$ cat config.mk
export PLATFORM = sky130hd
export DESIGN_NAME = arb_rr_hold
export DESIGN_NICKNAME = d
export VERILOG_FILES = /design/src/rtl/arb_pkg.sv /design/src/rtl/rr_pick.sv /design/src/rtl/arb_rr_hold.sv
export SDC_FILE = /design/constraint.sdc
export NUM_CORES = 1
export LEC_CHECK = 0
export BUFFER_PORTS_ARGS = -buffer_cell sky130_fd_sc_hd__buf_2
export CAP_MARGIN = 5
export CORE_MARGIN = 5
export CORE_UTILIZATION = 57
export CTS_BUF_LIST = sky130_fd_sc_hd__clkbuf_8
export DETAILED_ROUTE_END_ITERATION = 6
export GPL_TIMING_DRIVEN = 0
export HOLD_SLACK_MARGIN = 0.12
export PLACE_DENSITY = 0.92
export SLEW_MARGIN = 20
export SYNTH_ARGS = -nofsm -noshare
export SYNTH_HDL_FRONTEND = slang
export SYNTH_SLANG_ARGS = --single-unit
$ cat constraint.sdc
create_clock -name clk -period 2.77 [get_ports clk]
set_input_delay 0.277 -clock clk [delete_from_list [all_inputs] [get_ports clk]]
set_output_delay 0.277 -clock clk [all_outputs]
set_load 0.02 [all_outputs]
$ cat src/rtl/arb_pkg.sv
// Shared types and helpers for the round-robin hold arbiter.
// Provides the FSM state encoding and the width helper used to size index and counter fields.
package arb_pkg;

    typedef enum logic {
        IDLE  = 1'b0,
        GRANT = 1'b1
    } state_t;

    // ceil(log2(v)), but never below 1 so a field is always at least one bit wide
    function automatic int clog2_min1(input int v);
        int r;
        r = 0;
        while ((32'sd1 << r) < v) begin
            r = r + 1;
        end
        return (r < 1) ? 1 : r;
    endfunction

endpackage

$ cat src/rtl/rr_pick.sv
// Rotating priority encoder: first set request bit at or after ptr, wrapping modulo N.
// Purely combinational; the arbiter FSM decides when its result is taken.
module rr_pick
    import arb_pkg::*;
#(
    parameter int N   = 4,
    parameter int IDW = clog2_min1(N)
) (
    input  logic [N-1:0]   req,
    input  logic [IDW-1:0] ptr,
    output logic           found,
    output logic [IDW-1:0] idx,
    output logic [N-1:0]   onehot
);

    localparam logic [IDW:0] N_W = (IDW+1)'(N);

    logic [2*N-1:0] dbl;
    logic [2*N-1:0] shifted;
    logic [IDW-1:0] off;
    logic [IDW:0]   sum;

    // Duplicating req lets a plain right shift rotate it so bit 0 is the ptr position.
    assign dbl     = {req, req};
    assign shifted = dbl >> ptr;

    always_comb begin
        found = 1'b0;
        off   = '0;
        for (int k = N - 1; k >= 0; k--) begin
            if (shifted[k]) begin
                found = 1'b1;
                off   = IDW'(k);
            end
        end
    end

    // ptr and off are both below N, so one conditional subtract wraps the sum.
    always_comb begin
        sum = {1'b0, ptr} + {1'b0, off};
        if (sum >= N_W) begin
            sum = sum - N_W;
        end
    end

    assign idx    = sum[IDW-1:0];
    assign onehot = found ? (N'(1) << idx) : '0;

endmodule

$ cat src/rtl/arb_rr_hold.sv
// N-way round-robin arbiter with grant locking and a hold limit that forces rotation
// when others wait. gnt, gnt_valid and gnt_id are registered; gnt_id drives the resource mux.
module arb_rr_hold
    import arb_pkg::*;
#(
    parameter int  N        = 4,
    parameter int  MAX_HOLD = 8,
    localparam int IDW      = clog2_min1(N)
) (
    input  logic           clk,
    input  logic           rst,
    input  logic [N-1:0]   req,
    output logic [N-1:0]   gnt,
    output logic           gnt_valid,
    output logic [IDW-1:0] gnt_id
);

    localparam int             HCW         = clog2_min1(MAX_HOLD);
    localparam int             HOLD_LAST   = (MAX_HOLD > 0) ? MAX_HOLD - 1 : 0;
    localparam logic [HCW-1:0] HOLD_LAST_W = HCW'(HOLD_LAST);
    localparam logic [IDW-1:0] LAST_IDX_W  = IDW'(N - 1);

    state_t         state;
    state_t         state_nxt;
    logic [IDW-1:0] ptr;
    logic [IDW-1:0] ptr_nxt;
    logic [HCW-1:0] hold_cnt;
    logic [HCW-1:0] hold_nxt;
    logic [N-1:0]   gnt_nxt;
    logic           valid_nxt;
    logic [IDW-1:0] id_nxt;

    logic           pick_found;
    logic [IDW-1:0] pick_idx;
    logic [N-1:0]   pick_onehot;
    logic [IDW-1:0] ptr_after;
    logic           owner_req;
    logic           others;
    logic           take;

    rr_pick #(
        .N   (N),
        .IDW (IDW)
    ) u_pick (
        .req    (req),
        .ptr    (ptr),
        .found  (pick_found),
        .idx    (pick_idx),
        .onehot (pick_onehot)
    );

    assign ptr_after = (pick_idx == LAST_IDX_W) ? '0 : pick_idx + IDW'(1);
    assign owner_req = |(req & gnt);
    assign others    = |(req & ~gnt);

    // ptr always sits one past the owner, so a search during GRANT with others
    // pending can never land back on the owner.
    always_comb begin
        state_nxt = state;
        ptr_nxt   = ptr;
        hold_nxt  = hold_cnt;
        gnt_nxt   = gnt;
        valid_nxt = gnt_valid;
        id_nxt    = gnt_id;
        take      = 1'b0;

        case (state)
            IDLE: begin
                if (pick_found) begin
                    take = 1'b1;
                end
            end
            GRANT: begin
                if (!owner_req) begin
                    if (others) begin
                        take = 1'b1;
                    end else begin
                        state_nxt = IDLE;
                        gnt_nxt   = '0;
                        valid_nxt = 1'b0;
                        id_nxt    = '0;
                    end
                end else if ((MAX_HOLD != 0) && (hold_cnt == HOLD_LAST_W) && others) begin
                    take = 1'b1;
                end else if (hold_cnt != HOLD_LAST_W) begin
                    hold_nxt = hold_cnt + HCW'(1);
                end
            end
        endcase

        if (take) begin
            state_nxt = GRANT;
            gnt_nxt   = pick_onehot;
            valid_nxt = 1'b1;
            id_nxt    = pick_idx;
            ptr_nxt   = ptr_after;
            hold_nxt  = '0;
        end
    end

    always_ff @(posedge clk) begin
        if (rst) begin
            state     <= IDLE;
            ptr       <= '0;
            hold_cnt  <= '0;
            gnt       <= '0;
            gnt_valid <= 1'b0;
            gnt_id    <= '0;
        end else begin
            state     <= state_nxt;
            ptr       <= ptr_nxt;
            hold_cnt  <= hold_nxt;
            gnt       <= gnt_nxt;
            gnt_valid <= valid_nxt;
            gnt_id    <= id_nxt;
        end
    end

endmodule

==> metrics, run 1 <==
Remaining DRCs 0; xor and xnor area share after synthesis 2.147%; Hold WS 0.3542 ns; Worst-Margin Slew 0.6910 ns; PwrDens between 900 and 1000 nW/µm²; vias per cell 6.328; setup_tns 0 ns; cell taking the most area after synthesis dfxtp_1; Wirelength per Cell 15.17 µm; vias in the first global route between 700 and 800; final hold vios 0; clk buf depth 2; first-pass GRT wire length 3091 µm; top cells by count, synth dfxtp_1, nor2_1, nand3b_1; crit path time final 2.545 ns; largest net degree at the start of global routing 11; clock sink total 13; H-tree depth 1; DRT Wirelength 1851 µm; crit-path cells buf_2 -> nor2b_1 -> a221oi_1 -> a31oi_1 -> a211o_1 -> ha_1 -> xor2_1 -> a21boi_2 -> nor2_1 -> ha_1 -> mux2i_1 -> nor2_1; row count 13; cts bufs inserted 3; Internal Power 531.3 µW; fin util 69.23%; CP max FO 10; Routed Antenna Nets 0; Die W 47.83 µm; Post-Syn Area per Cell around 8.6 µm²; HPWL Detailed 1367 µm; synth unique cells 37; combinational fraction of design power 51.5%; post-synthesis simple-gate area fraction 26.99%; main combinational cell family by area after synthesis simple AND/OR/NAND/NOR gates; Register Area 260.3 µm²; DR pass1 iterations 4; power share of the clock group 18.2%; Net Sw Power about 370 µW; CP max stage delay 0.30 ns; die height 47.83 µm; Fillers 110; initial DRC count 18; core area between 1000 and 1500 µm²; critical path data required time 2.89 ns; Max stage delay cell, worst path dfxtp_1; final setup skew 0.002904 ns; Syn Inst Count 95; synthesized cell area 815.8 µm²; register area share after synthesis between 30% and 40%; # hold bufs at CTS 0; Yosys top cell area share 31.90%; Synth Area in Compound Gates between 20 and 25%; Setup Viol. Count Final 0; Startpoint Class flop; post-synthesis mux area share about 4.9%; Post-synth EDFFs 0; Crit Path Category reg -> reg; RSZ-0062 raised after global routing false; Ys Warns 0; Mapped Nets roughly 110; Static Leakage 0.0003920 µW; Starting Density between 60% and 70%; CTS tree done; Switching Fraction 41.32%; # IOs 13; multi-input logic area ~500 µm²; outcome complete, no violations; Final period util between 90% and 100%; Final Wtd Congestion just over 0.8; Clock Pin Slew Worst Setup and Hold Paths 0.05 ns; clock root buffer clkbuf_8; Synth Flop Type dfxtp_1; synthesis-to-layout area growth 13.19%; Slew Viols, Final 0; async set or reset register ratio after synthesis 0%; Final Non-Filler Cells 122; Achievable Freq 0.3930 GHz; peak supply drop 0.5838 mV; Total GRT Usage 19.85%; initial antenna violation count 0; NumNets Final 118; total number of vias roughly 770; relative slew slack about 54%; grt ovf 0; Antenna Cells 0; Sequential Power Share 30.3%; Area contributors post-synth dfxtp_1, nand3b_1, ha_1; Placed Instances 118; I/O Buffers 8; Max-Cap Viols 0; Clock Latency Late Sink around 0.24 ns; synthesis-stage register bit count 13; Synth Area in Adders 6.135%; Worst setup EP type flop; arrival time worst endpoint 2.67 ns; die area 2288 µm²; share of cells above drive strength 1 between 10% and 20%; Hold/Removal Path Class in -> reg
==> power groups by stage <==
stage          Combinational [µW]  Clock (µW)  Sequential (µW)
3_5_place_dp                  459           0              278
6_report                      466         165              274
2_1_floorplan                 306           0              321
5_1_grt                       516         179              281
3_3_place_gp                  440           0              275
4_1_cts                       464         169              274
==> critical path: cells and delay by family, from the launching register on <==
family / cells / cell delay (ns)
fa+ha+maj: 2 / 0.45
compound gates: 4 / 0.85
mux: 1 / 0.15
flops: 1 / 0.30
buf+inv: 1 / 0.17
simple gates: 3 / 0.27
xor+xnor: 1 / 0.21
==> area by class of cell <==
type                       count  area share, %
buffer                         8          5.420
clock buffer                   3          4.472
clock inverter                 1         0.4065
inverter                       3          1.220
multi-input combinational     71          53.93
sequential                    13          28.18
tap                           15          2.033
timing repair buffer           8          4.336
==> state kept, by name, indices dropped and copies added, names as in the netlist <==
| signal | cells |
|---|---|
| gnt_valid | 1 |
| gnt | 4 |
| hold_cnt | 3 |
| state | 1 |
| ptr | 2 |
| gnt_id | 2 |
==> worst paths after layout <==
path                                        startpoint                     end  slack (ns)  cells past startpoint
worst max-delay path               ptr[0]$_SDFFE_PP0P_     ptr[1]$_SDFFE_PP0P_        0.23                     12
worst min-delay path                            req[2]        state$_SDFF_PP0_        0.35                      3
worst max register to register     ptr[0]$_SDFFE_PP0P_     ptr[1]$_SDFFE_PP0P_        0.23                     12
worst min register to register  gnt_id[1]$_SDFFE_PP0P_  gnt_id[1]$_SDFFE_PP0P_        0.51                      2
==> layer usage <==
| layer | share of wire [%] | GRT usage, % |
|---|---|---|
| met3 | 5.4 | 2.256 |
| met4 | 2.5 | 12.90 |
| met5 | 0 | 0 |
| met1 | 44 | 23.23 |
| met2 | 48 | 33.77 |
==> stage by stage <==
| stage | setup slack, ns | cell area (µm²) | total power, µW |
|---|---|---|---|
| global placement | 0.1574 | 874.6 | 714.7 |
| finish | 0.2255 | 923.4 | 905.5 |
| CTS | 0.05047 | 919.6 | 907.5 |
| floorplan | 0.3392 | 815.8 | 627.6 |
| global route | 0.01040 | 923.4 | 975.5 |
| detailed placement | 0.05564 | 874.6 | 736.9 |
==> what timing repair did <==
item	CTS	global route
endpoints found under the setup margin	0	3
resized for setup	0	2
buffers inserted	0	0
==> layout by cell type (no fill, tap or decap), types with 3 or more instances in the layout <==
cell and n:
nor2_1 13, dfxtp_1 13, buf_2 12, inv_1 4, nand2b_1 3, clkbuf_8 3, nand2_1 5, nand3b_1 7
ha_1 4, o32ai_1 3, nor3_1 3, mux2i_1 4, a21oi_1 4
==> logic make-up after synthesis <==
group / after synthesis
buffers and inverters: 11
AO/OA/AOI/OAI: 21
XOR/XNOR: 2
AND/OR/NAND/NOR: 40
multiplexers: 4
flip-flops: 13
adder cells (fa/ha/maj): 4
Note: power is estimated with default switching activity, not from simulation.
==> inputs of run 2 (changes only) <==
CORE_UTILIZATION = 58   (was 57)
CTS_BUF_LIST = default   (was sky130_fd_sc_hd__clkbuf_8)
CTS_CLUSTER_SIZE = 16   (was default)
PLACE_DENSITY = 0.93   (was 0.92)
clock period = 3.3 ns   (was 2.77 ns; I/O delays follow)
==> run 2 against run 1 <==
  * Clock skew shrank 0.0015 ns
  * Final cell count did not move
  * Core utilization decreased by 0.85 points
  * Die area shrank 1.4%
  * Flip-flop and latch count stayed put
  * Critical endpoint unchanged
  * Largest cell class unchanged
  * Highest routed layer unchanged
==> metrics, run 2 (synthesis gave the netlist of run 1 again) <==
post-cts gate resize count 0; clock sink total 13; Sequential Power Share 32.5%; Final Wtd Congestion 0.8144; arrival time worst endpoint 2.84 ns; metal3 WL 111 µm; Internal Power approximately 400 µW; Reg2Reg Depth 12; die area between 2000 and 2500 µm²; RSZ-0062 raised after global routing false; core area 1318 µm²; combinational fraction of design power 53.8%; vias in the first global route 705; Max-Cap Viols 0; biggest regs gnt x4, hold_cnt x3; peak supply drop approximately 0.47 mV; final hold vios 0; Routed Antenna Nets 0; setup_tns 0 ns; HPWL Detailed 1263 µm; Total GRT Usage between 10% and 20%; cts bufs inserted 3; grt ovf 0; CP max stage delay 0.38 ns; vias per cell approximately 6.2; largest net degree at the start of global routing 11; Startpoint Class flop; DRT Wirelength 1714 µm; first-pass GRT wire length 3015 µm; Clock Pin Slew Worst Setup and Hold Paths 0.08 ns; critical path data required time 3.45 ns; Worst-Margin Slew 0.6394 ns; Net Sw Power 301.9 µW; Crit Path Category reg -> reg; NumNets Final approximately 120; H-tree depth 1; PwrDens 787.5 nW/µm²; CP max FO 10; initial DRC count 31; share of cells above drive strength 1 17.76%; number of cells on the critical path 12; synthesis-to-layout area growth 10.43%; CP top delay family compound AO/OA/AOI/OAI gates; I/O Buffers 8; max reg flops 4; Antenna Cells 0; Clock Latency Late Sink between 0.2 and 0.3 ns; outcome complete, no violations; # hold bufs at CTS 0; met2 wire length 725 µm; Wirelength per Cell 14.05 µm; Max stage delay cell, worst path a21boi_0; number of buffers and inverters on the critical path 1; post-CTS setup buffers 0; power share of the clock group 13.7%; Slew Viols, Final 0; total number of vias 755; crit-path cells buf_2 -> nor2b_1 -> a221oi_1 -> a31oi_1 -> a211o_1 -> ha_1 -> xor2_1 -> a21boi_0 -> nor2_1 -> ha_1 -> mux2i_1 -> nor2_1; Pwr Total approximately 700 µW; Achievable Freq around 0.37 GHz; Setup Viol. Count Final 0; Die W 47.51 µm; clock root buffer clkbuf_4; crit path time final 2.684 ns; commonest cells after routing, fill and taps aside nor2_1, dfxtp_1, buf_2; DR pass1 iterations 4; Remaining DRCs 0; clk buf depth 2; met1 WL around 840 µm; Switching Fraction 42.56%; Hold/Removal Path Class in -> reg; Starting Density 61.92%; row count 13; initial antenna violation count 0; Worst setup EP type flop; Final period util 81.33%; relative slew slack 57.37%; final setup skew 0.001396 ns; top routing layer used met4; Biggest register gnt; CTS tree done; die height 47.51 µm; # IOs 13; Static Leakage 0.0003795 µW; hold depth 3
run 2: path summary, 6_finish.rpt:
| kind | startpoint | endpoint | slack (ns) |
|---|---|---|---|
| setup / recovery | ptr[0]$_SDFFE_PP0P_ | ptr[1]$_SDFFE_PP0P_ | 0.62 |
| hold / removal | req[2] | state$_SDFF_PP0_ | 0.38 |
| setup reg to reg | ptr[0]$_SDFFE_PP0P_ | ptr[1]$_SDFFE_PP0P_ | 0.62 |
| hold reg to reg | gnt_valid$_SDFFE_PP0P_ | gnt_valid$_SDFFE_PP0P_ | 0.49 |
run 2: layout make-up:
cell class	count	area, µm²
clock buffer	4	26.28
timing repair buffer	8	40.04
fill	116	416.7
sequential	13	260.3
buffer	8	50.05
inverter	3	11.26
multi-input combinational	71	494.2
tap	15	18.77
run 2: routing by layer:
layer / global-route usage (%) / vias to the layer above
met2: 28.88 / 26
met1: 25.00 / 344
met3: 3.383 / 5
li1: - / 380
met4: 9.945 / 0
met5: 0 / -
run 2: worst min-delay path, stage by stage:
cell,delay (ns)
buf_6,0.11
nor4_1,0.09
nor2_1,0.09
run 2: through the flow:
stage | util (%) | setup slack [ns] | cells | hold WS, ns | instance area [µm²]
5_1_grt | 68.38 | 0.3093 | 122 | 0.3997 | 900.9
6_report | 68.38 | 0.6163 | 122 | 0.3768 | 900.9
3_5_place_dp | 66.38 | 0.6354 | 118 | 0.4769 | 874.6
3_3_place_gp | 66.38 | 0.6680 | 118 | 0.4669 | 874.6
4_1_cts | 68.38 | 0.6113 | 122 | 0.3774 | 900.9
2_1_floorplan | - | 0.8663 | 95 | 0.4996 | 815.8
run 2: power groups by stage:
| stage | sequential (µW) | combinational, µW | clock [µW] |
|---|---|---|---|
| CTS | 230 | 383 | 100 |
| global placement | 231 | 369 | 0 |
| global route | 236 | 431 | 108 |
| finish | 231 | 382 | 97.2 |
| floorplan | 270 | 257 | 0 |
| detailed placement | 233 | 379 | 0 |
